### src/rtl/lsu_mem_master_if.sv
// Word-addressed data memory port between the load/store unit and memory.
// Read data is combinational from mem_addr.
interface lsu_mem_master_if;
  logic        mem_req;
  logic        mem_we;
  logic [31:0] mem_addr;
  logic [31:0] mem_wd;
  logic [31:0] mem_rd;

  modport master (
    output mem_req,
    output mem_we,
    output mem_addr,
    output mem_wd,
    input  mem_rd
  );

  modport slave (
    input  mem_req,
    input  mem_we,
    input  mem_addr,
    input  mem_wd,
    output mem_rd
  );
endinterface

### src/rtl/lsu_mem_master.sv
// RV32I load/store unit: turns byte-addressed B/H/W requests into word accesses,
// with lane extraction on loads and read-modify-write for sub-word stores.
module lsu_mem_master #(
  parameter int unsigned MEM_WORDS = 1024
) (
  input  logic                     clk_i,
  input  logic                     rst_i,
  input  logic                     core_req_i,
  input  logic                     core_we_i,
  input  logic [2:0]               core_size_i,
  input  logic [31:0]              core_addr_i,
  input  logic [31:0]              core_wd_i,
  output logic [31:0]              core_rd_o,
  output logic                     core_stall_o,
  output logic                     err_o,
  lsu_mem_master_if.master         mem
);

  typedef enum logic [2:0] {
    S_IDLE,
    S_RD,
    S_WR,
    S_RMW_RD,
    S_RMW_WR,
    S_DONE
  } state_t;

  state_t      state_q, state_d;

  logic        we_q;
  logic [2:0]  size_q;
  logic [31:0] addr_q;
  logic [31:0] wd_q;
  logic [31:0] merge_q;
  logic [31:0] rd_q;
  logic        err_q;

  logic        size_bad;
  logic        misaligned;
  logic        out_of_range;
  logic        req_err;

  function automatic logic [31:0] load_extract(
    input logic [31:0] word,
    input logic [2:0]  size,
    input logic [1:0]  off
  );
    logic [31:0] shifted;
    logic [31:0] res;
    shifted = word >> {off, 3'b000};
    case (size[1:0])
      2'b00:   res = {{24{shifted[7]  & ~size[2]}}, shifted[7:0]};
      2'b01:   res = {{16{shifted[15] & ~size[2]}}, shifted[15:0]};
      default: res = word;
    endcase
    return res;
  endfunction

  function automatic logic [31:0] store_merge(
    input logic [31:0] word,
    input logic [31:0] wd,
    input logic        is_half,
    input logic [1:0]  off
  );
    logic [31:0] res;
    res = word;
    if (is_half) begin
      if (off[1]) res[31:16] = wd[15:0];
      else        res[15:0]  = wd[15:0];
    end else begin
      case (off)
        2'd0:    res[7:0]   = wd[7:0];
        2'd1:    res[15:8]  = wd[7:0];
        2'd2:    res[23:16] = wd[7:0];
        default: res[31:24] = wd[7:0];
      endcase
    end
    return res;
  endfunction

  // Classification looks at the live core inputs; it only matters in the accept cycle.
  always_comb begin
    size_bad     = (core_size_i == 3'b011) || (core_size_i == 3'b110) ||
                   (core_size_i == 3'b111) || (core_we_i && core_size_i[2]);
    misaligned   = ((core_size_i[1:0] == 2'b01) && core_addr_i[0]) ||
                   ((core_size_i == 3'b010) && (core_addr_i[1:0] != 2'b00));
    out_of_range = ({2'b00, core_addr_i[31:2]} >= MEM_WORDS);
    req_err      = size_bad || misaligned || out_of_range;
  end

  always_ff @(posedge clk_i) begin
    if (rst_i) state_q <= S_IDLE;
    else       state_q <= state_d;
  end

  always_comb begin
    state_d = state_q;
    case (state_q)
      S_IDLE: begin
        if (core_req_i) begin
          if (req_err)                     state_d = S_DONE;
          else if (!core_we_i)             state_d = S_RD;
          else if (core_size_i == 3'b010)  state_d = S_WR;
          else                             state_d = S_RMW_RD;
        end
      end
      S_RD:     state_d = S_DONE;
      S_WR:     state_d = S_DONE;
      S_RMW_RD: state_d = S_RMW_WR;
      S_RMW_WR: state_d = S_DONE;
      S_DONE:   state_d = S_IDLE;
      default:  state_d = S_IDLE;
    endcase
  end

  always_ff @(posedge clk_i) begin
    if (rst_i) begin
      we_q    <= 1'b0;
      size_q  <= '0;
      addr_q  <= '0;
      wd_q    <= '0;
      merge_q <= '0;
      rd_q    <= '0;
      err_q   <= 1'b0;
    end else begin
      case (state_q)
        S_IDLE: begin
          if (core_req_i) begin
            we_q   <= core_we_i;
            size_q <= core_size_i;
            addr_q <= core_addr_i;
            wd_q   <= core_wd_i;
            err_q  <= req_err;
            rd_q   <= '0;
          end
        end
        S_RD:     rd_q    <= load_extract(mem.mem_rd, size_q, addr_q[1:0]);
        S_RMW_RD: merge_q <= store_merge(mem.mem_rd, wd_q, size_q[0], addr_q[1:0]);
        default: ;
      endcase
    end
  end

  // Memory-side outputs depend only on state and latched operands.
  always_comb begin
    mem.mem_req  = 1'b0;
    mem.mem_we   = 1'b0;
    mem.mem_addr = '0;
    mem.mem_wd   = '0;
    case (state_q)
      S_RD, S_RMW_RD: begin
        mem.mem_req  = 1'b1;
        mem.mem_addr = {2'b00, addr_q[31:2]};
      end
      S_WR: begin
        mem.mem_req  = 1'b1;
        mem.mem_we   = 1'b1;
        mem.mem_addr = {2'b00, addr_q[31:2]};
        mem.mem_wd   = wd_q;
      end
      S_RMW_WR: begin
        mem.mem_req  = 1'b1;
        mem.mem_we   = 1'b1;
        mem.mem_addr = {2'b00, addr_q[31:2]};
        mem.mem_wd   = merge_q;
      end
      default: ;
    endcase
  end

  always_comb begin
    core_stall_o = ((state_q == S_IDLE) && core_req_i) ||
                   ((state_q != S_IDLE) && (state_q != S_DONE));
    core_rd_o    = '0;
    err_o        = 1'b0;
    if (state_q == S_DONE) begin
      core_rd_o = (we_q || err_q) ? '0 : rd_q;
      err_o     = err_q;
    end
  end

endmodule

### src/flat_wrapper.sv
// flat-port wrapper written by rule: the top's interface ports become plain ports
module lsu_mem_master_flat 
#(
  parameter int unsigned MEM_WORDS = 1024
)
  (clk_i, rst_i, core_req_i, core_we_i, core_size_i, core_addr_i, core_wd_i, core_rd_o, core_stall_o, err_o, mem_mem_req, mem_mem_we, mem_mem_addr, mem_mem_wd, mem_mem_rd);
  lsu_mem_master_if mem_i ();
  input  logic clk_i;
  input  logic rst_i;
  input  logic core_req_i;
  input  logic core_we_i;
  input  logic [2:0] core_size_i;
  input  logic [31:0] core_addr_i;
  input  logic [31:0] core_wd_i;
  output logic [31:0] core_rd_o;
  output logic core_stall_o;
  output logic err_o;
  output wire logic [$bits(mem_i.mem_req)-1:0] mem_mem_req;
  output wire logic [$bits(mem_i.mem_we)-1:0] mem_mem_we;
  output wire logic [$bits(mem_i.mem_addr)-1:0] mem_mem_addr;
  output wire logic [$bits(mem_i.mem_wd)-1:0] mem_mem_wd;
  input wire logic [$bits(mem_i.mem_rd)-1:0] mem_mem_rd;
  assign mem_mem_req = mem_i.mem_req;
  assign mem_mem_we = mem_i.mem_we;
  assign mem_mem_addr = mem_i.mem_addr;
  assign mem_mem_wd = mem_i.mem_wd;
  assign mem_i.mem_rd = mem_mem_rd;
  lsu_mem_master #(.MEM_WORDS(MEM_WORDS)) u_core (.clk_i(clk_i), .rst_i(rst_i), .core_req_i(core_req_i), .core_we_i(core_we_i), .core_size_i(core_size_i), .core_addr_i(core_addr_i), .core_wd_i(core_wd_i), .core_rd_o(core_rd_o), .core_stall_o(core_stall_o), .err_o(err_o), .mem(mem_i));
endmodule
### config.mk
export PLATFORM = sky130hd
export DESIGN_NAME = lsu_mem_master_flat
export DESIGN_NICKNAME = d
export VERILOG_FILES = /design/src/rtl/lsu_mem_master_if.sv /design/src/rtl/lsu_mem_master.sv /design/src/flat_wrapper.sv
export SDC_FILE = /design/constraint.sdc
export NUM_CORES = 1
export LEC_CHECK = 0
export ABC_CLOCK_PERIOD_IN_PS = 1800
export CORE_MARGIN = 1
export CORE_UTILIZATION = 50
export DETAILED_ROUTE_END_ITERATION = 10
export DONT_BUFFER_PORTS = 1
export PLACE_DENSITY = 0.72
export REMOVE_ABC_BUFFERS = 1
export SLEW_MARGIN = 5
export SYNTH_ARGS = -nofsm -noshare
export SYNTH_HDL_FRONTEND = slang
export SYNTH_SLANG_ARGS = --single-unit
### constraint.sdc
create_clock -name clk_i -period 1.8 [get_ports clk_i]
set_clock_uncertainty 0.05 [all_clocks]
set_input_delay 0.18 -clock clk_i [delete_from_list [all_inputs] [get_ports clk_i]]
set_output_delay 0.18 -clock clk_i [all_outputs]
set_load 0.005 [all_outputs]
# Word-level counts from Yosys, hierarchy flattened
# Cells that the tools add are included.
# op_classes
n_bitwise	3
n_reduce_logical	25
order_cmp	1
shift	1
eq_ne	15
muxes	22
# ops
operator	count
$pmux W32 S2	3
$mux W32	4
$mux W16	2
$mux W8	4
$shr A32 B5 Y16	1
$ge A30 B11 Y1 const B	1
$mux W30	1
$eq A3 B2 Y1 const B	4
$eq A3 B3 Y1 const B	4
$mux W3	3
$pmux W3 S3	1
$logic_or A1 B1 Y1	8
$eq A2 B1 Y1 const B	3
$reduce_or A3 Y1	2
$logic_and A1 B1 Y1	5
$logic_not A2 Y1	2
$mux W1	4
$reduce_and A2 Y1	2
$reduce_bool A2 Y1	2
$reduce_or A4 Y1	1
$eq A3 B1 Y1 const B	1
$logic_not A3 Y1	1
$ne A3 B3 Y1 const B	1
$reduce_bool A3 Y1	1
other kinds (5)	6
# totals
out_inout_bits	100
inputBits	103
register_bits	136

# Depth between registers and ports, before layout
# Gate-level depths: netlist of run 1.
# logic_depth
word_depth	9
depth_mapped	8
depth_no_buf	4

# Least setup slack after synthesis of run 1
# No wires, ideal clock.
# synth_timing
path_kind	reg2reg
from	register u_core.addr_q[0]
to	register u_core.rd_q[21]
stages_incl_launch_ff	8
required_ps	1628
synth_period_minus_slack_ps	1748
arrival_ps	1576
slack_ps	52
n_path_buf	3
path_cell_list	dfxtp_1 buf_6 mux4_2 nor2_2 nor4bb_1 buf_4 buf_6 a221o_1
# synth_via
elab_chain_len	4
elab_cells_between_ends	5
cone_classes	1 x shift; 2 x mux; 2 x bitwise
# synth_lines
element	line_no	text
from (decl)	lsu_mem_master.sv:32	logic [31:0] addr_q;
from (signal assigned)	lsu_mem_master.sv:131	addr_q <= core_addr_i;
$shr A32 B5 Y16 *	lsu_mem_master.sv:50	shifted = word >> {off, 3'b000};
$and A1 B1 Y1, on equally long branches	lsu_mem_master.sv:53, lsu_mem_master.sv:52	
$pmux W32 S2 *	lsu_mem_master.sv:51	case (size[1:0])
$pmux W32 S2 *	lsu_mem_master.sv:126	case (state_q)
to (signal assigned)	lsu_mem_master.sv:137	S_RD: rd_q <= load_extract(mem.mem_rd, size_q, addr_q[1:0]);
to (decl)	lsu_mem_master.sv:35	logic [31:0] rd_q;
# Mark *: on every way between the ends. The rest lies on a longest branch, timed or not.
# A chain may end at the register's enable or synchronous reset.

# Worst setup path in the final report of run 1
# layout_timing
from	register u_core.state_q[1]
to	output port mem_mem_wd[6]
# layout_via
elab_chain_len	2
elab_cells_between_ends	3
cone_classes	2 x eq/ne; 1 x mux
# layout_lines
element	line_no	text
from (decl)	lsu_mem_master.sv:28	state_t state_q, state_d;
from (signal assigned)	lsu_mem_master.sv:93	else state_q <= state_d;
$eq A3 B3 Y1 or $eq A3 B2 Y1 (tied branches)	lsu_mem_master.sv:150	case (state_q)
$pmux W32 S2 *	lsu_mem_master.sv:150	
to (decl)	flat_wrapper.sv:21	output wire logic [$bits(mem_i.mem_wd)-1:0] mem_mem_wd;
# Marked as above.

==> impl_metrics.py, run 1 <==
metrics = {
    "status": {
        "status": "complete, but fails checks",
        "violations": "hold timing, setup timing",
    },
    "logic_synthesis": {
        "yosys_warnings": 0,
        "ys_top_cells_by_area": "dfxtp_1 (42%), nand2_1 (10%), a21oi_1 (7.2%)",
        "synthFlopType": "dfxtp_1",
        "synth_cell_types": 54,
        "yosysMostFrequentCell": "nand2_1",
        "netlist_area_sq_mm": 0.00654,
        "avgSynthCellArea_sq_um": 8.03,
        "synthArstFlopShare_pct": 0,
        "ys_seq_elements": 136,
        "yosysTopAreaCell": "dfxtp_1",
        "synth_edf_count": 0,
        "synth_top_area_share_pct": 41.7,
        "synthCells": 814,
        "synth_common_cells": "nand2_1 (175), dfxtp_1 (136), a21oi_1 (94), clkbuf_1 (51), and2_1 (37)",
        "ys_seq_area_share_pct": 41.7,
    },
    "final_layout": {
        "finalNonFillerCells": 1027,
        "drive_gt1_share_pct": 17.2,
        "area_growth_syn_to_layout_pct": 26.7,
        "fillers": 1041,
        "regArea_sq_mm": 0.00273,
        "final_net_count": 946,
        "n_antenna_cell": 0,
        "multi_input_area_sq_mm": 0.00374,
    },
    "grt": {
        "antenna_found_initial": 0,
        "grt_pass1_wl_um": 30900,
        "grt_pass1_vias": 5792,
        "grt_use_total_pct": 29.9,
        "grt_max_degree": 108,
        "grt-ovfl-total": 0,
    },
    "min_path": {
        "hold_path.class": "in -> reg",
    },
    "floorplan": {
        "io_pins": 203,
        "die_area_sq_mm": 0.0135,
        "num_rows": 41,
        "die_h_um": 116,
        "coreArea_sq_mm": 0.0127,
        "die_w_um": 116,
        "initial_core_util_pct": 51.6,
    },
    "drt": {
        "wl_um": 20900,
        "avgRoutedWirePerCell_um": 20.4,
        "avgViaCountPerCell": 6.14,
        "vias": 6309,
        "ant_nets": 0,
        "dr.first_iter.drc_count": 563,
        "drc": 0,
        "dr.pass1.iters": 5,
    },
    "flow_run": {
        "max-cap-violations": 0,
    },
    "clock_tree": {
        "hold_buffers": 36,
        "cts_max_path_buffers": 2,
        "cts.sinks": 136,
        "htreeDepth": 4,
        "tritoncts": "built",
        "numCtsBuffers": 17,
        "cts.clk_slew.worst_paths_ns": 0.06,
        "clk-insertion-delay-late_ns": 0.42,
        "cts_root_buf": "clkbuf_16",
    },
    "timing": {
        "max_slew.worst_pin.slew_ns": 0.543,
        "slew_headroom_pct": 63.7,
        "fin_ws_ns": -0.164,
        "setup_viol": 96,
        "rsz0062_at_grt": "yes",
        "finalMaxSlewViolations": 0,
        "hold_ws_ns": -0.210,
        "fin_crit_sh_pct": 109,
        "max_freq_mhz": 509,
        "period_minus_slack_ns": 1.96,
        "finalHoldViolations": 102,
    },
    "setup_path": {
        "cp.arrival_ns": 1.73,
        "cp_max_fo": 8,
        "start_kind": "register",
        "cp-end-kind": "output port",
        "crit_type": "reg -> out",
        "critPathRequiredTime_ns": 1.57,
    },
    "placed_design": {
        "dp_hpwl_um": 13000,
        "io_buffer_count": 0,
        "gp_congestion": 0.912,
        "place_inst": 942,
        "pre_cts_slack_ns": 0.0101,
    },
    "pwr": {
        "power_density_mw_per_mm2": 984,
        "ir_drop_mv": 0.641,
        "p_leak_nw": 3.19,
    },
}
==> power by group <==
group | internal (mW) | leakage (nW) | switching [mW]
combinational | 0.735 | 1.82 | 0.810
clock | 1.95 | 0.263 | 1.26
sequential | 3.22 | 1.11 | 0.168
total | 5.91 | 3.19 | 2.24
==> layout by cell type, fill, tap and decap left out, types with 21 or more instances in the layout <==
master,count
and2_1,35
a21oi_1,93
nand2_1,174
and3_4,30
mux2i_1,24
dfxtp_1,133
buf_4,26
nor2_1,31
dlygate4sd3_1,36
a22o_1,21
==> metal layers <==
layer	part of all wire [%]	GRT usage, %	up-vias	wire length, um
li1	-	-	2943	-
met1	41	37.5	2995	8600
met2	47	47.8	322	9880
met3	8.9	8.93	49	1870
met4	2.8	12.6	0	576
met5	0	0	-	0
==> metrics by stage <==
stage	TNS [ns]	cell area [sq um]	utilization [%]	total power, mW	hold slack [ns]
final	-9.55	8280	65.4	8.15	-0.210
after global placement	0	6780	53.5	4.47	0.209
after CTS	-8.65	8040	63.5	8.06	-0.238
after global routing	-14.17	8280	65.4	8.47	-0.237
after floorplan	-110.55	6200	-	4.11	0.199
after detailed placement	0	6780	53.5	4.52	0.211
==> critical path: stages, from the launching register on <==
cell and delay [ns]:
dfxtp_2 0.34, buf_6 0.14, nor2b_4 0.12, nor2b_4 0.24
buf_6 0.16, buf_16 0.14, a22o_1 0.18
==> worst paths after layout <==
| check | start | to | slack, ns | cells after the start |
|---|---|---|---|---|
| max | u_core.state_q[1] | mem_mem_wd[6] | -0.16 | 6 |
| min | rst_i | u_core.addr_q[10] | -0.21 | 1 |
| max reg2reg | u_core.state_q[2] | u_core.merge_q[4] | 0.05 | 7 |
| min reg2reg | u_core.wd_q[27] | u_core.wd_q[27] | 0.40 | 2 |
==> logic make-up after synthesis <==
logic type             after synthesis  synth area share [%]
other                                1                0.0574
XOR/XNOR                             1                 0.134
AND/OR/NAND/NOR                    305                  21.5
AO/OA/AOI/OAI                      249                  26.2
buffers and inverters               97                  6.34
flip-flops                         136                  41.7
multiplexers                        25                  4.02
==> sequential cells by signal (all words and copies together), names as in the netlist <==
register        cells
u_core.rd_q        32
u_core.merge_q     32
u_core.addr_q      32
u_core.err_q        1
u_core.we_q         1
u_core.state_q      3
u_core.size_q       3
u_core.wd_q        32
==> cell type report <==
cell class / count / share of cell area, %
well taps: 172 / 2.60
clock buffers: 23 / 5.65
clock inverters: 8 / 0.892
repair buffers: 86 / 11.8
multi-input cells: 582 / 45.2
inverters: 20 / 0.907
flip-flops and latches: 136 / 32.9
==> what timing repair did <==
action,CTS,global route
pin swaps,26,30
buffers inserted,7,5
resized for setup,42,43
endpoints found under the setup margin,101,120
hold endpoints to repair,136,103
cloned,5,3
No activity file was read; power rests on OpenSTA's default activity.
==> inputs of run 2 (changes only) <==
--- a/config.mk
+++ b/config.mk
@@ -7,10 +7,10 @@
 export LEC_CHECK = 0
 export ABC_CLOCK_PERIOD_IN_PS = 1800
 export CORE_MARGIN = 1
-export CORE_UTILIZATION = 50
+export CORE_UTILIZATION = 57
 export DETAILED_ROUTE_END_ITERATION = 10
 export DONT_BUFFER_PORTS = 1
-export PLACE_DENSITY = 0.72
+export PLACE_DENSITY = 0.79
 export REMOVE_ABC_BUFFERS = 1
 export SLEW_MARGIN = 5
 export SYNTH_ARGS = -nofsm -noshare
==> run 2 against run 1 <==
Net effect:
- the run still ends with hold timing, setup timing left
- clock power is 7.5% higher
- global-route usage rose by 6.6 points
- register-to-register slack lost 0.06 ns
- power rose by 5.6%
- clock-buffer cell count shrank 2
- worst hold slack lost 0.013 ns
- non-clock buffer count rose by 17
- final cell count decreased by 1.5%
- core utilization up 12 points
- first-iteration DRC count is 18% higher
- setup slack worse by 0.050 ns
- critical path type unchanged
==> impl_metrics.py, run 2 (synthesis results as in run 1) <==
metrics = {
    "status": {
        "status": "complete, but fails checks",
        "violations": "hold timing, setup timing",
    },
    "clock_tree": {
        "clk-insertion-delay-late_ns": 0.42,
        "htreeDepth": 4,
        "cts_root_buf": "clkbuf_16",
        "cts_max_path_buffers": 2,
        "numCtsBuffers": 17,
        "tritoncts": "built",
        "cts.clk_slew.worst_paths_ns": 0.06,
        "cts.sinks": 136,
        "hold_buffers": 37,
    },
    "drt": {
        "wl_um": 22900,
        "dr.first_iter.drc_count": 665,
        "avgRoutedWirePerCell_um": 22.7,
        "avgViaCountPerCell": 6.58,
        "dr.pass1.iters": 6,
        "drc": 0,
        "vias": 6655,
        "ant_nets": 0,
    },
    "final_layout": {
        "final_common_cell": "nand2_1",
        "area_growth_syn_to_layout_pct": 30.3,
        "finalNonFillerCells": 1012,
        "n_antenna_cell": 0,
        "multi_input_area_sq_mm": 0.00378,
        "final_net_count": 963,
        "regArea_sq_mm": 0.00273,
        "fillers": 700,
        "final_util_pct": 77.5,
        "drive_gt1_share_pct": 21.2,
        "layout_common_cells": "nand2_1 (173), dfxtp_1 (132), a21oi_1 (93)",
    },
    "grt": {
        "antenna_found_initial": 0,
        "grt_pass1_wl_um": 32800,
        "grt-ovfl-total": 0,
        "grt_pass1_vias": 6478,
        "grt_use_total_pct": 36.5,
        "grt_max_degree": 108,
    },
    "setup_path": {
        "critPathRequiredTime_ns": 1.57,
        "start_kind": "register",
        "cp-end-kind": "output port",
        "cp.arrival_ns": 1.78,
        "cp_max_fo": 6,
        "crit_type": "reg -> out",
    },
    "timing": {
        "fin_crit_sh_pct": 112,
        "max_slew.worst_pin.slew_ns": 0.492,
        "setup_viol": 98,
        "finalHoldViolations": 104,
        "fin_ws_ns": -0.214,
        "hold_ws_ns": -0.224,
        "period_minus_slack_ns": 2.01,
        "max_freq_mhz": 497,
        "finalMaxSlewViolations": 0,
        "slew_headroom_pct": 66.8,
        "rsz0062_at_grt": "yes",
    },
    "floorplan": {
        "die_area_sq_mm": 0.0119,
        "coreArea_sq_mm": 0.0110,
        "io_pins": 203,
        "initial_core_util_pct": 59.5,
        "num_rows": 38,
        "die_w_um": 109,
        "die_h_um": 109,
    },
    "flow_run": {
        "max-cap-violations": 0,
    },
    "placed_design": {
        "gp_congestion": 0.877,
        "dp_hpwl_um": 12900,
        "io_buffer_count": 0,
        "place_inst": 916,
    },
    "pwr": {
        "power_density_mw_per_mm2": 1010,
        "ir_drop_mv": 0.760,
        "p_leak_nw": 3.33,
    },
    "min_path": {
        "hold_path.class": "in -> reg",
    },
}
-- run 2: cell types whose count changed in the layout (fill, tap and decap cells not counted), sizes merged --
cell,previous run,this run
buf,48,62
bufinv,1,2
clkinv,6,9
clkbuf,25,26
clkinvlp,2,0
-- run 2: timing repair --
action                                  in CTS  in global routing
cloned                                       5                  6
resized for setup                           82                 22
pin swaps                                   11                 45
endpoints found under the setup margin      96                208
setup buffers                               17                  3
hold endpoints to repair                   136                104
-- run 2: critical path, stage by stage (launching register included) --
cell and delay, ns:
dfxtp_2 0.33, buf_6 0.13, nor2b_4 0.16, buf_6 0.12, nor2b_4 0.14, buf_12 0.14
clkbuf_16 0.15, a22o_1 0.17
-- run 2: final cells by class --
cell class / instances / share of cell area [%]
Inverter: 20 / 0.882
Sequential cell: 136 / 32.0
Clock inverter: 10 / 1.18
Multi-Input combinational cell: 582 / 44.4
Clock buffer: 21 / 5.64
Tap cell: 140 / 2.06
Timing Repair Buffer: 103 / 13.8
-- run 2: final timing paths --
kind | start | end | slack, ns | cells after the start
max | u_core.state_q[1] | mem_mem_wd[18] | -0.21 | 7
min | rst_i | u_core.addr_q[14] | -0.22 | 1
max reg2reg | u_core.state_q[2] | u_core.addr_q[0] | -0.01 | 8
min reg2reg | u_core.addr_q[3] | u_core.addr_q[3] | 0.40 | 2
-- run 2: where the power goes --
| group | leakage [nW] | internal, mW | switching, mW |
|---|---|---|---|
| Combinational | 1.93 | 0.854 | 0.890 |
| Clock | 0.298 | 2.16 | 1.30 |
| Sequential | 1.11 | 3.22 | 0.181 |
| Total | 3.33 | 6.23 | 2.37 |
-- run 2: through the flow --
stage	hold slack (ns)	worst slack [ns]	instance area (sq um)	power [mW]	TNS, ns
global route	-0.241	-0.244	8520	8.88	-18.20
global placement	0.207	0.0849	6790	4.49	0
finish	-0.224	-0.214	8520	8.60	-14.28
CTS	-0.234	-0.178	8280	8.33	-12.50
detailed placement	0.207	0.0415	6790	4.54	0
floorplan	0.199	-1.19	6200	4.11	-110.55
-- run 2: routing by layer --
layer  routed length [um]  global-route usage [%]  share of wire (%)
met1                 8300                    40.3                 36
met5                    0                       0                  0
met3                 2410                    12.2                 10
met4                  916                    17.9                4.0
met2                11300                    62.6                 49
==> inputs of run 3 (changes only) <==
--- a/config.mk
+++ b/config.mk
@@ -6,6 +6,7 @@
 export NUM_CORES = 1
 export LEC_CHECK = 0
 export ABC_CLOCK_PERIOD_IN_PS = 1800
+export CAP_MARGIN = 20
 export CORE_MARGIN = 1
 export CORE_UTILIZATION = 57
 export DETAILED_ROUTE_END_ITERATION = 10
==> results of run 3 <==
Same layout as run 2: the final DEF is identical, and so are final timing and power.
